--- src/rtl/alu_seq.sv ---
// Handshaked execute-stage ALU: single-cycle ops from a 5-bit opcode, plus iterative
// shift-add multiply and restoring unsigned divide/remainder (one bit per cycle).
module alu_seq #(
   parameter int unsigned WIDTH     = 32,
   parameter int unsigned ERR_VALUE = 329010
) (
   input  logic             clk,
   input  logic             rst_n,
   input  logic             flush_i,
   input  logic             in_valid_i,
   output logic             in_ready_o,
   input  logic [4:0]       op_i,
   input  logic [WIDTH-1:0] in_1_i,
   input  logic [WIDTH-1:0] in_2_i,
   output logic             out_valid_o,
   input  logic             out_ready_i,
   output logic [WIDTH-1:0] out_o,
   output logic             err_o,
   output logic             busy_o
);

   localparam int unsigned      SW     = $clog2(WIDTH);
   localparam logic [WIDTH-1:0] ErrVal = WIDTH'(ERR_VALUE);

   typedef enum logic [1:0] {StIdle, StMul, StDiv, StDone} state_e;

   state_e                 state_q, state_d;
   logic [WIDTH-1:0]       out_q, out_d;
   logic [WIDTH-1:0]       opa_q, opa_d;
   logic [2*WIDTH-1:0]     acc_q, acc_d;
   logic [SW-1:0]          cnt_q, cnt_d;
   logic                   err_q, err_d;
   logic                   hi_q, hi_d;

   logic [WIDTH-1:0]       alu_res;
   logic                   alu_err;
   logic [SW-1:0]          sh;
   logic [WIDTH:0]         mul_sum, div_trial, div_diff;
   logic [2*WIDTH-1:0]     mul_next, div_next;

   always_comb begin
      sh      = in_2_i[SW-1:0];
      alu_res = '0;
      alu_err = 1'b0;
      case (op_i)
         5'd0:    alu_res = in_1_i + in_2_i;
         5'd1:    alu_res = in_1_i - in_2_i;
         5'd2:    alu_res = in_1_i ^ in_2_i;
         5'd3:    alu_res = in_1_i | in_2_i;
         5'd4:    alu_res = in_1_i & in_2_i;
         5'd5:    alu_res = in_1_i << sh;
         5'd6:    alu_res = in_1_i >> sh;
         5'd7:    alu_res = $unsigned($signed(in_1_i) >>> sh);
         5'd8:    alu_res = {{(WIDTH-1){1'b0}}, $signed(in_1_i) < $signed(in_2_i)};
         5'd9:    alu_res = {{(WIDTH-1){1'b0}}, in_1_i < in_2_i};
         5'd10:   alu_res = {{(WIDTH-1){1'b0}}, in_1_i == in_2_i};
         5'd11:   alu_res = {{(WIDTH-1){1'b0}}, in_1_i != in_2_i};
         5'd12:   alu_res = {{(WIDTH-1){1'b0}}, $signed(in_1_i) >= $signed(in_2_i)};
         5'd13:   alu_res = {{(WIDTH-1){1'b0}}, in_1_i >= in_2_i};
         5'd14:   alu_res = '0;
         default: begin
            alu_res = ErrVal;
            alu_err = 1'b1;
         end
      endcase
   end

   // acc = {partial high, remaining multiplier} for MUL, {remainder, dividend/quotient} for DIV
   always_comb begin
      mul_sum   = {1'b0, acc_q[2*WIDTH-1:WIDTH]} + (acc_q[0] ? {1'b0, opa_q} : '0);
      mul_next  = {mul_sum, acc_q[WIDTH-1:1]};
      div_trial = acc_q[2*WIDTH-1:WIDTH-1];
      div_diff  = div_trial - {1'b0, opa_q};
      div_next  = div_diff[WIDTH] ? {div_trial[WIDTH-1:0], acc_q[WIDTH-2:0], 1'b0}
                                  : {div_diff[WIDTH-1:0], acc_q[WIDTH-2:0], 1'b1};
   end

   always_comb begin
      state_d = state_q;
      out_d   = out_q;
      opa_d   = opa_q;
      acc_d   = acc_q;
      cnt_d   = cnt_q;
      err_d   = err_q;
      hi_d    = hi_q;
      if (flush_i) begin
         state_d = StIdle;
         out_d   = '0;
         err_d   = 1'b0;
      end else begin
         unique case (state_q)
            StIdle: begin
               if (in_valid_i) begin
                  cnt_d = SW'(WIDTH - 1);
                  hi_d  = op_i[0];
                  if (op_i[4:1] == 4'b1000) begin
                     opa_d   = in_1_i;
                     acc_d   = {{WIDTH{1'b0}}, in_2_i};
                     state_d = StMul;
                  end else if (op_i[4:1] == 4'b1001) begin
                     if (in_2_i == '0) begin
                        // Divide by zero skips iteration: quotient all ones, remainder = dividend
                        out_d   = op_i[0] ? in_1_i : '1;
                        err_d   = 1'b0;
                        state_d = StDone;
                     end else begin
                        opa_d   = in_2_i;
                        acc_d   = {{WIDTH{1'b0}}, in_1_i};
                        state_d = StDiv;
                     end
                  end else begin
                     out_d   = alu_res;
                     err_d   = alu_err;
                     state_d = StDone;
                  end
               end
            end
            StMul: begin
               acc_d = mul_next;
               cnt_d = cnt_q - 1'b1;
               if (cnt_q == '0) begin
                  out_d   = hi_q ? mul_next[2*WIDTH-1:WIDTH] : mul_next[WIDTH-1:0];
                  err_d   = 1'b0;
                  state_d = StDone;
               end
            end
            StDiv: begin
               acc_d = div_next;
               cnt_d = cnt_q - 1'b1;
               if (cnt_q == '0) begin
                  out_d   = hi_q ? div_next[2*WIDTH-1:WIDTH] : div_next[WIDTH-1:0];
                  err_d   = 1'b0;
                  state_d = StDone;
               end
            end
            StDone: begin
               if (out_ready_i) state_d = StIdle;
            end
            default: state_d = StIdle;
         endcase
      end
   end

   always_ff @(posedge clk or negedge rst_n) begin
      if (!rst_n) begin
         state_q <= StIdle;
         out_q   <= '0;
         opa_q   <= '0;
         acc_q   <= '0;
         cnt_q   <= '0;
         err_q   <= 1'b0;
         hi_q    <= 1'b0;
      end else begin
         state_q <= state_d;
         out_q   <= out_d;
         opa_q   <= opa_d;
         acc_q   <= acc_d;
         cnt_q   <= cnt_d;
         err_q   <= err_d;
         hi_q    <= hi_d;
      end
   end

   assign in_ready_o  = (state_q == StIdle);
   assign out_valid_o = (state_q == StDone);
   assign busy_o      = (state_q == StMul) || (state_q == StDiv);
   assign out_o       = out_q;
   assign err_o       = err_q;

endmodule

--- config.mk ---
export PLATFORM = sky130hd
export DESIGN_NAME = alu_seq
export DESIGN_NICKNAME = d
export VERILOG_FILES = /design/src/rtl/alu_seq.sv
export SDC_FILE = /design/constraint.sdc
export NUM_CORES = 1
export LEC_CHECK = 0
export ABC_AREA = 1
export BUFFER_PORTS_ARGS = -buffer_cell sky130_fd_sc_hd__buf_2
export CAP_MARGIN = 5
export CORE_UTILIZATION = 25
export DETAILED_ROUTE_END_ITERATION = 8
export REMOVE_ABC_BUFFERS = 1
export SLEW_MARGIN = 20
export SYNTH_ARGS = -nofsm -noshare
export SYNTH_HDL_FRONTEND = slang
export SYNTH_SLANG_ARGS = --single-unit
--- constraint.sdc ---
create_clock -name clk -period 3.7 [get_ports clk]
set_input_delay 0.185 -clock clk [delete_from_list [all_inputs] [get_ports clk]]
set_output_delay 0.185 -clock clk [all_outputs]
set_load 0.05 [all_outputs]
==> key figures <==
Clock tree
  • Clock root cell: clkbuf_16
  • Inserted Clock Buffers: 17
  • CTS tree: yes
  • CTS Buffer Depth: 2
  • H-tree Lvls: 4
  • Post-CTS setup buffers: 0
  • Clock-pin slew on the worst setup and hold paths: ~0.080 ns
  • Clk Latency, worst-skew pair: between 0.4 and 0.5 ns
  • Clk sinks: 137

STA
  • Fin crit share: between 90% and 100%
  • Worst-Margin Slew: about 0.83 ns
  • Slew Viols, Final: 0
  • Final Skew: 0.0204 ns
  • Max_slew headroom: approximately 44%
  • Fin worst setup slack: about 0.23 ns
  • Fin. Hold Viols: 0
  • Maximum clock frequency: roughly 290 MHz
  • Min cycle time layout: 3.47 ns
  • Total negative slack: 0 ns
  • Final setup fails: 0
  • RSZ-0062 raised after global routing: no

Yosys
  • Sequential fraction of the synthesis area: 14.6%
  • Cell area after synthesis: about 23000 µm²
  • Synth warnings: 0
  • Yosys reg bits: around 140
  • Library cells used by synthesis: 51
  • Synthesized area per cell: between 5 and 6 µm²
  • Asr flop ratio synth: 100%
  • Post-synth EDFFs: 0
  • Cells after Synth: about 4200
  • Dominant synthesized flop cell: dfrtp_1

Place
  • Placed cell areas: 25600 µm²
  • Routability cong.: between 1 and 1.5
  • Place WS: around 0.16 ns
  • Dpl hpwl: between 90 and 100 mm
  • Number of port buffers: about 110

Cells and area
  • Commonest non-fill, non-tap cells in the layout: nand2_1, inv_1, nand3_1, nor2_1, o21ai_0
  • Post-route cell area: 26200 µm²
  • Share of cells above drive strength 1: under 10%
  • Area Growth Syn to Fin: 11.6%
  • Reg area: 3430 µm²
  • Commonest non-fill, non-tap cell in the layout: nand2_1
  • Fin nets: 4535
  • Fill count: between 10000 and 15000
  • Multi-input gate area: ~17000 µm²

Route
  • Drt pass-1 iters: 7
  • DR vias: between 20000 and 30000
  • Wl on met1: a little under 50 mm
  • Via density: about 5.3
  • Met3 wire length: 11.8 mm
  • Wirelength per Cell: around 22 µm
  • Highest metal used: met5
  • DR iter-0 viols: slightly below 4000
  • DRC viols: 0
  • Routed WL: ~120 mm
  • Metal2 WL: about 52 mm
  • Routed Antenna Nets: 0

Power and ir drop
  • Sw Share: between 50% and 60%
  • VDD IR-drop max: between 0.3 and 0.4 mV
  • Total chip power: 0.0157 W
  • Static Leak: ~13 nW
  • Comb pwr share: between 70% and 80%
  • Int Power: around 0.0064 W
  • Flop pwr share: between 15 and 20%
  • Net Sw Power: roughly 0.0093 W
  • Pwr/cell area: between 500 and 600 nW/µm²
  • Clock network fraction of total power: approximately an eighth

Die
  • Die width: 309 µm
  • Rows: between 100 and 150
  • IO Pins: 110
  • Die area: approximately 95000 µm²
  • Die Height: 309 µm
  • Initial Utilization: 25.2%
  • Core area: just over 90000 µm²

GRT
  • Gr usage total: between 20% and 30%
  • Largest net degree at the start of global routing: between 70 and 80
  • Initial antenna violation count: 7
  • Vias in the first global route: between 20000 and 30000
  • First-pass GRT wire length: 174 mm
  • Grt total ovfl: 0

Critical path
  • CP Capture Type: register
  • Arr. time, crit path: 3.83 ns
  • Crit-path max FO: 19
  • Worst EP required: 4.05 ns
  • Startpoint types: register
  • Critical path class: reg -> reg

Min path
  • Worst Hold Class: in -> reg

Run
  • Max cap viols: 0

Run status
  • Status: finished clean
-- flip-flops by register name, indices dropped and copies added (netlist names) --
signal	flops
err_o	1
state_q	2
opa_q	32
hi_q	1
acc_q	64
out_o	32
cnt_q	5
-- final timing paths --
check / start / slack, ns / cells past startpoint / to
min reg2reg: err_o / 0.51 / 2 / err_o
min in group asynchronous: rst_n / 0.31 / 2 / out_o[9]
min: in_2_i[13] / 0.12 / 3 / opa_q[13]
max: acc_q[31] / 0.23 / 23 / out_o[26]
max in group asynchronous: rst_n / 2.52 / 3 / acc_q[54]
max reg2reg: acc_q[31] / 0.23 / 23 / out_o[26]
-- cells in the mapped netlist, types with 64 or more instances --
cell type | number | area [µm²]
ha_1 | 175 | 2190
a21oi_1 | 214 | 1070
o22ai_1 | 64 | 400
inv_1 | 539 | 2020
nor2_1 | 374 | 1400
o21ai_0 | 218 | 1090
clkbuf_1 | 104 | 390
nand4_1 | 65 | 407
o211ai_1 | 114 | 856
nand2_1 | 1394 | 5230
nand3_1 | 424 | 2120
dfrtp_1 | 137 | 3430
-- layer usage --
metal,up-vias,track usage [%]
li1,13965,-
met1,13875,32.7
met2,1571,38.1
met3,286,3.56
met4,4,13.5
met5,-,0
-- cell type report --
| cell class | count | share of cell area (%) |
|---|---|---|
| Clock inverter | 15 | 0.769 |
| Sequential cell | 137 | 13.1 |
| Timing Repair Buffer | 214 | 5.31 |
| Antenna cell | 5 | 0.0477 |
| Clock buffer | 17 | 1.62 |
| Tap cell | 1254 | 5.99 |
| Multi-Input combinational cell | 3358 | 65.2 |
| Inverter | 554 | 7.95 |
-- timing repair --
item	in CTS	in global routing
setup endpoints to repair	0	4
hold buffers	1	0
hold endpoints to repair	63	0
resized for setup	0	1
-- per-stage QoR --
step                      util (%)  cells  hold slack [ns]
after floorplan                  -   4049           -0.111
after CTS                     28.1   5549           0.0984
after global placement        27.4   5516            0.254
after global routing          28.1   5549            0.142
final                         28.1   5554            0.123
after detailed placement      27.4   5516            0.247
-- power groups by stage --
| stage | combinational (W) | clock [W] | sequential (W) |
|---|---|---|---|
| finish | 0.0110 | 0.00185 | 0.00280 |
| global route | 0.0120 | 0.00192 | 0.00288 |
| CTS | 0.0108 | 0.00187 | 0.00279 |
| detailed placement | 0.0107 | 0 | 0.00282 |
| global placement | 0.0107 | 0 | 0.00281 |
| floorplan | 0.00659 | 0 | 0.00324 |
-- kinds of logic after synthesis --
logic type | Yosys count | synth area share, %
AO/OA/AOI/OAI | 780 | 19.7
XOR/XNOR | 39 | 1.45
adder cells (fa/ha/maj) | 179 | 9.66
buffers and inverters | 752 | 12.7
flip-flops | 137 | 14.6
AND/OR/NAND/NOR | 2360 | 41.9
-- worst max-delay path: stages, from the launching register on --
cell	delay [ns]
dfrtp_1	0.41
clkinvlp_4	0.20
ha_1	0.18
inv_1	0.10
fa_1	0.46
nand3_1	0.13
nand3_2	0.13
nand2_1	0.10
nand2_2	0.07
nand2_1	0.09
nand2_2	0.10
nand2_2	0.11
nand3_2	0.10
nand2_4	0.26
buf_4	0.29
nand2_1	0.08
nand2_1	0.08
nand2_1	0.06
nand2_1	0.06
nand2_1	0.04
nand2_1	0.11
nand2_1	0.08
nand2_1	0.07
nand2_1	0.06
Note: power is estimated with default switching activity, not from simulation.
